## src/rtl/bp_me_wormhole_lce_req_flit_tx_if.sv

```systemverilog
// bp_me_wormhole_lce_req_flit_tx_if: packet-in / flit-out handshake bundle for the LCE request flit serializer
//   packet_i/packet_v_i/packet_ready_o : encoded packet input handshake
//   link_data_o/link_v_o/link_ready_i  : coh NoC flit link handshake
//   len_err_o                          : sticky oversize-len flag
interface bp_me_wormhole_lce_req_flit_tx_if #(
    parameter int flit_width_p = 64,
    parameter int pkt_width_p  = 256
);
    logic [pkt_width_p-1:0]  packet_i;
    logic                    packet_v_i;
    logic                    packet_ready_o;
    logic [flit_width_p-1:0] link_data_o;
    logic                    link_v_o;
    logic                    link_ready_i;
    logic                    len_err_o;
    modport master (
        output packet_i, packet_v_i, link_ready_i,
        input  packet_ready_o, link_data_o, link_v_o, len_err_o
    );
    modport slave (
        input  packet_i, packet_v_i, link_ready_i,
        output packet_ready_o, link_data_o, link_v_o, len_err_o
    );
endinterface

```

## src/rtl/bp_me_wormhole_lce_req_flit_tx.sv

```systemverilog
// bp_me_wormhole_lce_req_flit_tx: serializes one encoded LCE request packet into len+1 LSB-first NoC flits
//   clk_i, reset_i : clock, synchronous active-high reset
//   io (slave)     : packet input handshake, flit link handshake, sticky len_err_o
module bp_me_wormhole_lce_req_flit_tx #(
    parameter int flit_width_p = 64,
    parameter int len_width_p  = 4,
    parameter int cord_width_p = 8,
    parameter int pkt_width_p  = 256
) (
    input logic clk_i,
    input logic reset_i,
    bp_me_wormhole_lce_req_flit_tx_if.slave io
);
    localparam int max_flits_lp = (pkt_width_p + flit_width_p - 1) / flit_width_p;
    localparam int cnt_width_lp = max_flits_lp > 1 ? $clog2(max_flits_lp) : 1;
    localparam int pad_w_lp = max_flits_lp * flit_width_p;
    localparam logic [len_width_p-1:0] max_len_lp = len_width_p'(max_flits_lp - 1);
    typedef enum logic {IDLE, SEND} state_e;
    state_e                                  r_state;
    logic                                    r_link_v;
    logic                                    r_len_err;
    logic [pkt_width_p-1:0]                  r_pkt;
    logic [cnt_width_lp-1:0]                 r_cnt;
    logic [cnt_width_lp-1:0]                 r_eff_len;
    logic [max_flits_lp-1:0][flit_width_p-1:0] w_flits;
    logic [len_width_p-1:0]                  w_len;
    logic                                    w_len_err;
    logic [cnt_width_lp-1:0]                 w_eff_len;
    logic                                    w_last;
    logic                                    w_accept;
    logic                                    w_link_hs;
    // zero-extending the packet pads the final flit with zeros
    assign w_flits   = pad_w_lp'(r_pkt);
    assign w_len     = io.packet_i[cord_width_p +: len_width_p];
    assign w_len_err = w_len > max_len_lp;
    assign w_eff_len = w_len_err ? cnt_width_lp'(max_flits_lp - 1) : cnt_width_lp'(w_len);
    assign w_last    = r_cnt == r_eff_len;
    assign w_link_hs = r_link_v & io.link_ready_i;
    // ready also on the last-flit handshake so back-to-back packets need no bubble
    assign io.packet_ready_o = !reset_i & ((r_state == IDLE) | ((r_state == SEND) & w_last & io.link_ready_i));
    assign w_accept    = io.packet_v_i & io.packet_ready_o;
    assign io.link_v_o    = r_link_v;
    assign io.link_data_o = w_flits[r_cnt];
    assign io.len_err_o   = r_len_err;
    always_ff @(posedge clk_i) begin
        if (reset_i) begin
            r_state   <= IDLE;
            r_link_v  <= 1'b0;
            r_len_err <= 1'b0;
            r_pkt     <= '0;
            r_cnt     <= '0;
            r_eff_len <= '0;
        end else if (w_accept) begin
            r_state   <= SEND;
            r_link_v  <= 1'b1;
            r_len_err <= r_len_err | w_len_err;
            r_pkt     <= io.packet_i;
            r_cnt     <= '0;
            r_eff_len <= w_eff_len;
        end else if (w_link_hs) begin
            r_state  <= w_last ? IDLE : SEND;
            r_link_v <= !w_last;
            r_cnt    <= w_last ? r_cnt : r_cnt + 1'b1;
        end
    end
endmodule

```

## src/flat_wrapper.sv

```systemverilog
// flat-port wrapper written by rule: the top's interface ports become plain ports
module bp_me_wormhole_lce_req_flit_tx_flat 
#(
    parameter int flit_width_p = 64,
    parameter int len_width_p  = 4,
    parameter int cord_width_p = 8,
    parameter int pkt_width_p  = 256
)
  (clk_i, reset_i, io_packet_i, io_packet_v_i, io_link_ready_i, io_packet_ready_o, io_link_data_o, io_link_v_o, io_len_err_o);
  bp_me_wormhole_lce_req_flit_tx_if #(.flit_width_p(flit_width_p), .pkt_width_p(pkt_width_p)) io_i ();
  input logic clk_i;
  input logic reset_i;
  input wire logic [$bits(io_i.packet_i)-1:0] io_packet_i;
  input wire logic [$bits(io_i.packet_v_i)-1:0] io_packet_v_i;
  input wire logic [$bits(io_i.link_ready_i)-1:0] io_link_ready_i;
  output wire logic [$bits(io_i.packet_ready_o)-1:0] io_packet_ready_o;
  output wire logic [$bits(io_i.link_data_o)-1:0] io_link_data_o;
  output wire logic [$bits(io_i.link_v_o)-1:0] io_link_v_o;
  output wire logic [$bits(io_i.len_err_o)-1:0] io_len_err_o;
  assign io_i.packet_i = io_packet_i;
  assign io_i.packet_v_i = io_packet_v_i;
  assign io_i.link_ready_i = io_link_ready_i;
  assign io_packet_ready_o = io_i.packet_ready_o;
  assign io_link_data_o = io_i.link_data_o;
  assign io_link_v_o = io_i.link_v_o;
  assign io_len_err_o = io_i.len_err_o;
  bp_me_wormhole_lce_req_flit_tx #(.flit_width_p(flit_width_p), .len_width_p(len_width_p), .cord_width_p(cord_width_p), .pkt_width_p(pkt_width_p)) u_core (.clk_i(clk_i), .reset_i(reset_i), .io(io_i));
endmodule
```

## config.mk

```make
export PLATFORM = sky130hd
export DESIGN_NAME = bp_me_wormhole_lce_req_flit_tx_flat
export DESIGN_NICKNAME = d
export VERILOG_FILES = /design/src/rtl/bp_me_wormhole_lce_req_flit_tx_if.sv /design/src/rtl/bp_me_wormhole_lce_req_flit_tx.sv /design/src/flat_wrapper.sv
export SDC_FILE = /design/constraint.sdc
export NUM_CORES = 1
export LEC_CHECK = 0
export ABC_CLOCK_PERIOD_IN_PS = 1900
export CORE_UTILIZATION = 42
export DETAILED_ROUTE_END_ITERATION = 10
export GPL_TIMING_DRIVEN = 0
export PLACE_DENSITY = 0.84
export RECOVER_POWER = 100
export SLEW_MARGIN = 20
export SYNTH_ARGS = -nofsm -noshare
export SYNTH_HDL_FRONTEND = slang
export SYNTH_SLANG_ARGS = --single-unit
```

## constraint.sdc

```tcl
create_clock -name clk_i -period 1.9 [get_ports clk_i]
set_clock_uncertainty 0.1 [all_clocks]
set_input_delay 0.38 -clock clk_i [delete_from_list [all_inputs] [get_ports clk_i]]
set_output_delay 0.38 -clock clk_i [all_outputs]
set_load 0.05 [all_outputs]
```

### Word level (Yosys, flattened, before mapping)

Cells that the tools add are included.

| storage, ports and cells | value |
|---|---|
| register bits | 263 |
| logic and storage cells | 32 |

| operators by class | value |
|---|---|
| add/sub/neg operators | 1 |
| $lt $le $gt $ge | 2 |
| equality and inequality tests | 1 |
| muxes and demuxes | 8 |
| bitwise operators | 9 |
| reduce and logical (&&, ||, !) cells | 5 |

Operators with widths:

| cell | number |
|---|---|
| 64-bit binary-select mux with 2-bit select | 1 |
| 64-bit two-way mux | 1 |
| 1-bit AND | 5 |
| 1-bit two-way mux | 5 |
| 4-bit by 2-bit > comparator with 1-bit output, second input constant | 1 |
| 2-bit by 3-bit < comparator with 1-bit output, second input constant | 1 |
| 2-bit by 1-bit adder with 2-bit output, second input constant | 1 |
| 2-bit equality test | 1 |
| 1-bit zero test | 2 |
| 2-bit two-way mux | 1 |
| 1-bit inverter | 2 |
| 1-bit OR | 2 |
| 2-bit AND reduction | 1 |
| 2-bit nonzero test | 1 |
| 2-bit OR reduction | 1 |

### Logic depth before layout (Yosys ltp)

Gate-level depths: netlist (run 1).

| depth | value |
|---|---|
| depth after elaboration | 7 |
| depth in mapped cells | 8 |
| gate-level depth less buffers | 4 |

### Worst setup path after synthesis (run 1)

Ideal clock, no wire load.

| path | value |
|---|---|
| path kind | register to output |
| start point | reg u_core.r_cnt[0] |
| end point | out io_link_data_o[30] |
| arrival time | 1.712 ns |
| path slack | -0.292 ns |
| cell stages (with the launch flop) | 5 |
| buffers on the path | 3 |
| path through | dfxtp_1 > buf_2 > buf_2 > buf_2 > mux4_2 |

| on the way | value |
|---|---|
| word-level cells in the longest chain between the ends | 2 |

Ends and longest elaborated chain:

| item | line | RTL |
|---|---|---|
| from (decl) | bp_me_wormhole_lce_req_flit_tx.sv:23 | `logic [cnt_width_lp-1:0] r_cnt;` |
| from (signal assigned) | bp_me_wormhole_lce_req_flit_tx.sv:63 | `r_cnt <= w_last ? r_cnt : r_cnt + 1'b1;` |
| 64-bit binary-select mux with 2-bit select | bp_me_wormhole_lce_req_flit_tx.sv:43 | `assign io.link_data_o = w_flits[r_cnt];` |
| 64-bit two-way mux (not written as such) | bp_me_wormhole_lce_req_flit_tx.sv:43 |  |
| to (decl) | flat_wrapper.sv:17 | `output wire logic [$bits(io_i.link_data_o)-1:0] io_link_data_o;` |

Every way passes these cells. The select of a mux whose other input is x is not followed.

### Final worst setup path (run 1)

| path | value |
|---|---|
| start point | reg u_core.r_cnt[0] |
| end point | out io_link_data_o[40] |

Same word-level chain as after synthesis.

==> out/results.tsv, run 1 <==
stage	metric	value	unit
place	gp_congestion	0.8724	
cts	htreeDepth	1	
flow_run	maxCapViolCount	0	
grt	antenna_found_initial	1	
floorplan	rows	57	
setup_path	cp-end-kind	output pin	
pwr	p_per_area	882.7	nW/µm²
sta	finalSetupViolCount	325	
grt	grt_pass1_wl	56610	µm
min_path	worst_hold_path_type	primary input to flip-flop	
place	post-dp-hpwl	26290	µm
cts	worst_setup_hold_path_clk_slew	60	ps
sta	hold_viol	0	
pwr	ir_drop	0.6358	mV
floorplan	die_area	25900	µm²
sta	rsz0062_at_grt	true	
sta	final.setup.worst_slack	-611.2	ps
cells_and_area	layout_commonest_cell	nand2_1	
cts	clk_latency	540	ps
floorplan	die_h	160.9	µm
cells_and_area	nets	1940	
grt	grt_max_degree	15	
cells_and_area	drive_above_1_share	0.2949	
sta	finalCriticalPeriod	2511	ps
yosys	synth.distinct_cells	23	
outcome	failed_checks	negative setup slack	
routing	ant_nets	0	
cts	holdBufCountCts	0	
yosys	syn_area	10610	µm²
cells_and_area	nFillCells	1502	
setup_path	crit_arrival	2030	ps
cts	numClockSinks	262	
cts	cts-root-buf	clkbuf_16	
routing	via_count	11740	
grt	grt_pass1_vias	10690	
setup_path	required	1420	ps
sta	slew-limit-headroom	0.4517	
routing	drt_iter0_drc	983	
cells_and_area	ff_latch_area	5248	µm²
cells_and_area	final_cell_area	18340	µm²
floorplan	die_w	160.9	µm
yosys	synth_cells	1226	
sta	max_freq	398.2	MHz
floorplan	io-pin-count	327	
cells_and_area	layout_common_cells	nand2_1, dfxtp_1, clkdlybuf4s50_1	
setup_path	path_class	flip-flop to output pin	
outcome	status	finished, violations left	
pwr	p_leak	7.102	nW
routing	drc	0	
yosys	ys_seq_elements	262	
yosys	avgSynthCellArea	8.653	µm²
floorplan	core-area	24530	µm²
yosys	synthTopCellsByArea	dfxtp_1, nand2_1, mux4_2	
place	portBuffers	325	
place	place_inst	1875	
setup_path	crit_fanout	11	
sta	drv_slew	0	
cts	clockBufferDepth	3	
yosys	ys_warn_count	0	
routing	firstDrtPassIters	5	
yosys	synth_seq_area_share	0.4944	
cells_and_area	multiInputGateArea	5334	µm²
routing	via_per_inst	5.791	
cells_and_area	stdcell_count	2027	
routing	finalWirelength	46470	µm
cells_and_area	area_growth	72.87	%
place	placed_cell_area	14310	µm²
yosys	synth_top_area_frac	0.4944	
floorplan	start_util	0.4324	
cts	numCtsBuffers	28	
setup_path	startpoint_type	flip-flop	
grt	grtUsageTotal	0.2811	
cts	cts_tree	done	
grt	grt_overflow	0	
routing	wl_per_cell	22.92	µm
sta	fin_crit_sh	1.322	
yosys	syn-num-nets	1486	
yosys	synth_area_leader_cell	dfxtp_1	
sta	tightest_slew	822.4	ps
## final timing paths
check	from	to	slack, ps	cells past startpoint
setup / recovery	u_core.r_cnt[0]	io_link_data_o[40]	-610	5
hold / removal	io_packet_i[143]	u_core.r_pkt[143]	290	3
setup reg to reg	u_core.r_cnt[0]	u_core.r_pkt[81]	-450	12
hold reg to reg	u_core.r_pkt[251]	u_core.r_pkt[251]	350	2
## timing repair
item | 4_1_cts | 5_1_grt
resized for setup | 510 | 379
pin swaps | 2 | 114
buffers inserted | 20 | 31
endpoints found under the setup margin | 325 | 319
cloned | 2 | 48
## stage by stage
step | utilization | power (mW) | hold WS [ps] | setup slack (ps) | setup TNS (ps)
finish | 0.7476 | 16.19 | 285.5 | -611.2 | -113810
global route | 0.7476 | 16.56 | 293.7 | -653.1 | -130820
CTS | 0.6413 | 14.70 | 269.6 | -644.2 | -74780
detailed placement | 0.5833 | 9.027 | 340.9 | -1236 | -205050
global placement | 0.5833 | 8.963 | 334.5 | -1208 | -198420
floorplan | - | 7.767 | 328.6 | -97.62 | -2092
## report_power, final
group	switching, mW	internal (mW)	leakage [nW]
logic	2.07	2.24	4.47
registers	0.269	5.91	2.16
clock network	2.41	3.30	0.479
total	4.74	11.4	7.10
## flip-flops by register name (all words and copies together) (netlist names)
| register | flops |
|---|---|
| u_core.io.len_err_o | 1 |
| u_core.io.link_v_o | 1 |
| u_core.r_cnt | 2 |
| u_core.r_eff_len | 2 |
| u_core.r_pkt | 256 |
## Yosys cell counts
cell type    n
buf_1        4
dfxtp_1    262
buf_4       24
o32ai_4      1
nand3_1      3
nor2_1       5
inv_1        3
o2111ai_1    1
a31oi_1      1
o31ai_1      1
nand2_1    514
mux4_2      64
buf_2       33
nor4_1       2
mux2i_1      1
nor2b_1      1
xor2_1       2
a21oi_1    258
o32a_1       1
nor3_1       3
o21ai_0      2
clkbuf_1    38
buf_6        2
## per-layer routing
metal / up-vias / wire [µm] / global-route usage / share of wire
li1: 5038 / - / - / -
met1: 5685 / 16920 / 0.3492 / 0.36
met2: 831 / 23110 / 0.4867 / 0.50
met3: 185 / 3987 / 0.04081 / 0.086
met4: 0 / 2449 / 0.1175 / 0.053
met5: - / 0 / 0 / 0
## final cells by class
class | instances | share of cell area
multi-input cells | 860 | 0.2908
well taps | 324 | 0.02210
diodes | 1 | 0.0001364
repair buffers | 425 | 0.2798
flip-flops and latches | 262 | 0.2861
plain buffers | 100 | 0.06809
inverters | 3 | 0.0006140
clock inverters | 15 | 0.007777
clock buffers | 37 | 0.04448
## critical path: stages, from the launching register on
cell and delay (ps):
dfxtp_2 340, buf_12 130, buf_12 160, clkbuf_16 170
mux4_2 520, buf_6 170
## cells by family after synthesis
kind of cell    after synthesis  synth area share
flops                       262            0.4944
mux                          65            0.1368
buf+inv                     104           0.05060
simple gates                528            0.1882
compound gates              265            0.1283
xor+xnor                      2          0.001651
Note: power is estimated with default switching activity, not from simulation.
==> inputs of run 2 (changes only) <==
--- a/config.mk
+++ b/config.mk
@@ -10,7 +10,6 @@
 export DETAILED_ROUTE_END_ITERATION = 10
 export GPL_TIMING_DRIVEN = 0
 export PLACE_DENSITY = 0.84
-export RECOVER_POWER = 100
 export SLEW_MARGIN = 20
 export SYNTH_ARGS = -nofsm -noshare
 export SYNTH_HDL_FRONTEND = slang
==> constraint.sdc (replaced) <==
create_clock -name clk_i -period 1.9 [get_ports clk_i]
set_clock_uncertainty 0.1 [all_clocks]
set_input_delay 0.38 -clock clk_i [delete_from_list [all_inputs] [get_ports clk_i]]
set_output_delay 0.38 -clock clk_i [all_outputs]
set_load 0.005 [all_outputs]
==> out/results.tsv, run 2 (synthesis gave the netlist of run 1 again) <==
stage	metric	value	unit
cells_and_area	drive_above_1_share	0.3337	
routing	ant_nets	0	
place	post-dp-hpwl	26620	µm
cells_and_area	n_antenna_cell	0	
cts	numCtsBuffers	28	
cells_and_area	area_growth	74.15	%
pwr	share_comb_of_total_power	0.232	
grt	grt_max_degree	15	
cts	clk_latency	550	ps
routing	finalWirelength	47820	µm
place	portBuffers	325	
grt	grtUsageTotal	0.2901	
setup_path	path_class	flip-flop to output pin	
cts	htreeDepth	1	
cells_and_area	layout_commonest_cell	nand2_1	
setup_path	startpoint_type	flip-flop	
sta	hold_viol	0	
sta	finalSetupViolCount	325	
setup_path	required	1420	ps
min_path	worst_hold_path_type	primary input to flip-flop	
cells_and_area	final_cell_area	18480	µm²
cells_and_area	regMostFlops	u_core.r_pkt	
pwr	intPower	12.13	mW
cells_and_area	ff_latch_area	5249	µm²
sta	tightest_slew	836.6	ps
routing	drt_iter0_drc	1141	
floorplan	die_h	160.9	µm
routing	via_count	11900	
cts	worst_setup_hold_path_clk_slew	70	ps
cts	cts-root-buf	clkbuf_16	
floorplan	die_area	25900	µm²
sta	drv_slew	0	
setup_path	crit_fanout	6	
place	gp_congestion	0.8889	
pwr	swShare	0.2686	
cells_and_area	nets	1940	
grt	antenna_found_initial	1	
floorplan	core-area	24530	µm²
grt	grt_overflow	0	
sta	final.setup.worst_slack	-695.7	ps
cells_and_area	multiInputGateArea	5555	µm²
cts	clockBufferDepth	3	
pwr	p_clk_frac	0.394	
cts	numClockSinks	262	
outcome	status	finished, violations left	
cells_and_area	nFillCells	1495	
setup_path	cp-end-kind	output pin	
pwr	p_per_area	897.7	nW/µm²
floorplan	start_util	0.4324	
sta	slew-limit-headroom	0.4423	
sta	fin_crit_sh	1.366	
pwr	p_sw	4.454	mW
grt	grt_pass1_wl	58670	µm
routing	wl_per_cell	23.60	µm
cts	cts_tree	done	
sta	finalCriticalPeriod	2596	ps
floorplan	rows	57	
cells_and_area	layout_common_cells	nand2_1, clkdlybuf4s50_1, dfxtp_1	
place	place_ws	-1190	ps
sta	holdWs	280.5	ps
floorplan	die_w	160.9	µm
grt	grt_pass1_vias	11030	
flow_run	maxCapViolCount	0	
pwr	p_leak	7.188	nW
routing	firstDrtPassIters	8	
outcome	failed_checks	negative setup slack	
cts	holdBufCountCts	0	
place	placed_cell_area	14280	µm²
sta	rsz0062_at_grt	true	
pwr	p_seq_frac	0.374	
routing	via_per_inst	5.875	
cells_and_area	largest_reg_flops	256	
routing	drc	0	
sta	max_freq	385.2	MHz
cells_and_area	reg.largest.list	u_core.r_pkt x256, u_core.r_cnt x2, u_core.r_eff_len x2	
pwr	ir_drop	0.7141	mV
setup_path	crit_arrival	2120	ps
floorplan	io-pin-count	327	
==> run 2: cell count changes in the layout (fill, tap and decap cells not counted), moves of 7 or more <==
| cell | delta |
|---|---|
| buf_12 | +7 |
| buf_6 | -39 |
| buf_2 | +48 |
| clkinv_2 | -7 |
| a21oi_2 | +8 |
| nand2_1 | -60 |
| a21oi_1 | -8 |
| buf_4 | -10 |
| buf_8 | -18 |
| nand2_2 | +55 |
==> run 2: critical path, stage by stage (launching register included) <==
cell and delay [ps]:
dfxtp_2 330, buf_8 100, buf_12 110, buf_12 110
buf_12 100, buf_12 120, mux4_2 540, buf_2 150
==> run 2: timing repair <==
action	4_1_cts	5_1_grt
setup endpoints to repair	326	318
pin swaps	2	94
buffers inserted	29	18
gates cloned	2	53
resized for setup	407	339
==> run 2: final cells by class <==
type,count,area share
Inverter,3,0.0006095
Clock inverter,15,0.01632
Multi-Input combinational cell,860,0.3007
Timing Repair Buffer,426,0.2659
Buffer,99,0.06684
Clock buffer,37,0.04361
Tap cell,324,0.02194
Sequential cell,262,0.2841
==> run 2: worst paths after layout <==
check / start / to / slack (ps) / cells after the start
min: io_packet_i[128] / u_core.r_pkt[128] / 280 / 3
max reg2reg: u_core.r_cnt[0] / u_core.r_pkt[3] / -450 / 11
min reg2reg: u_core.r_pkt[222] / u_core.r_pkt[222] / 350 / 2
max: u_core.r_cnt[0] / io_link_data_o[58] / -700 / 7
==> run 2: stage by stage <==
stage | setup TNS, ps | util | instances | power, mW
floorplan | 0 | - | 1226 | 7.343
global placement | -165860 | 0.5819 | 1875 | 8.553
detailed placement | -186680 | 0.5819 | 1875 | 8.628
CTS | -60070 | 0.6516 | 1958 | 15.20
global route | -143590 | 0.7531 | 2026 | 16.98
finish | -126160 | 0.7531 | 2026 | 16.58
==> run 2: metal layers <==
layer | vias up | global-route usage | share of wire
met3 | 249 | 0.04855 | 0.081
li1 | 5049 | - | -
met2 | 874 | 0.5010 | 0.49
met1 | 5728 | 0.3452 | 0.36
met4 | 2 | 0.1531 | 0.068
met5 | - | 0 | 0.00031
==> run 2: power by group through the flow <==
stage / Sequential (mW) / Clock (mW) / Combinational, mW
floorplan: 6.16 / 0 / 1.18
global placement: 6.22 / 0 / 2.33
detailed placement: 6.25 / 0 / 2.38
CTS: 6.14 / 6.49 / 2.57
global route: 6.23 / 6.77 / 3.99
finish: 6.20 / 6.54 / 3.84
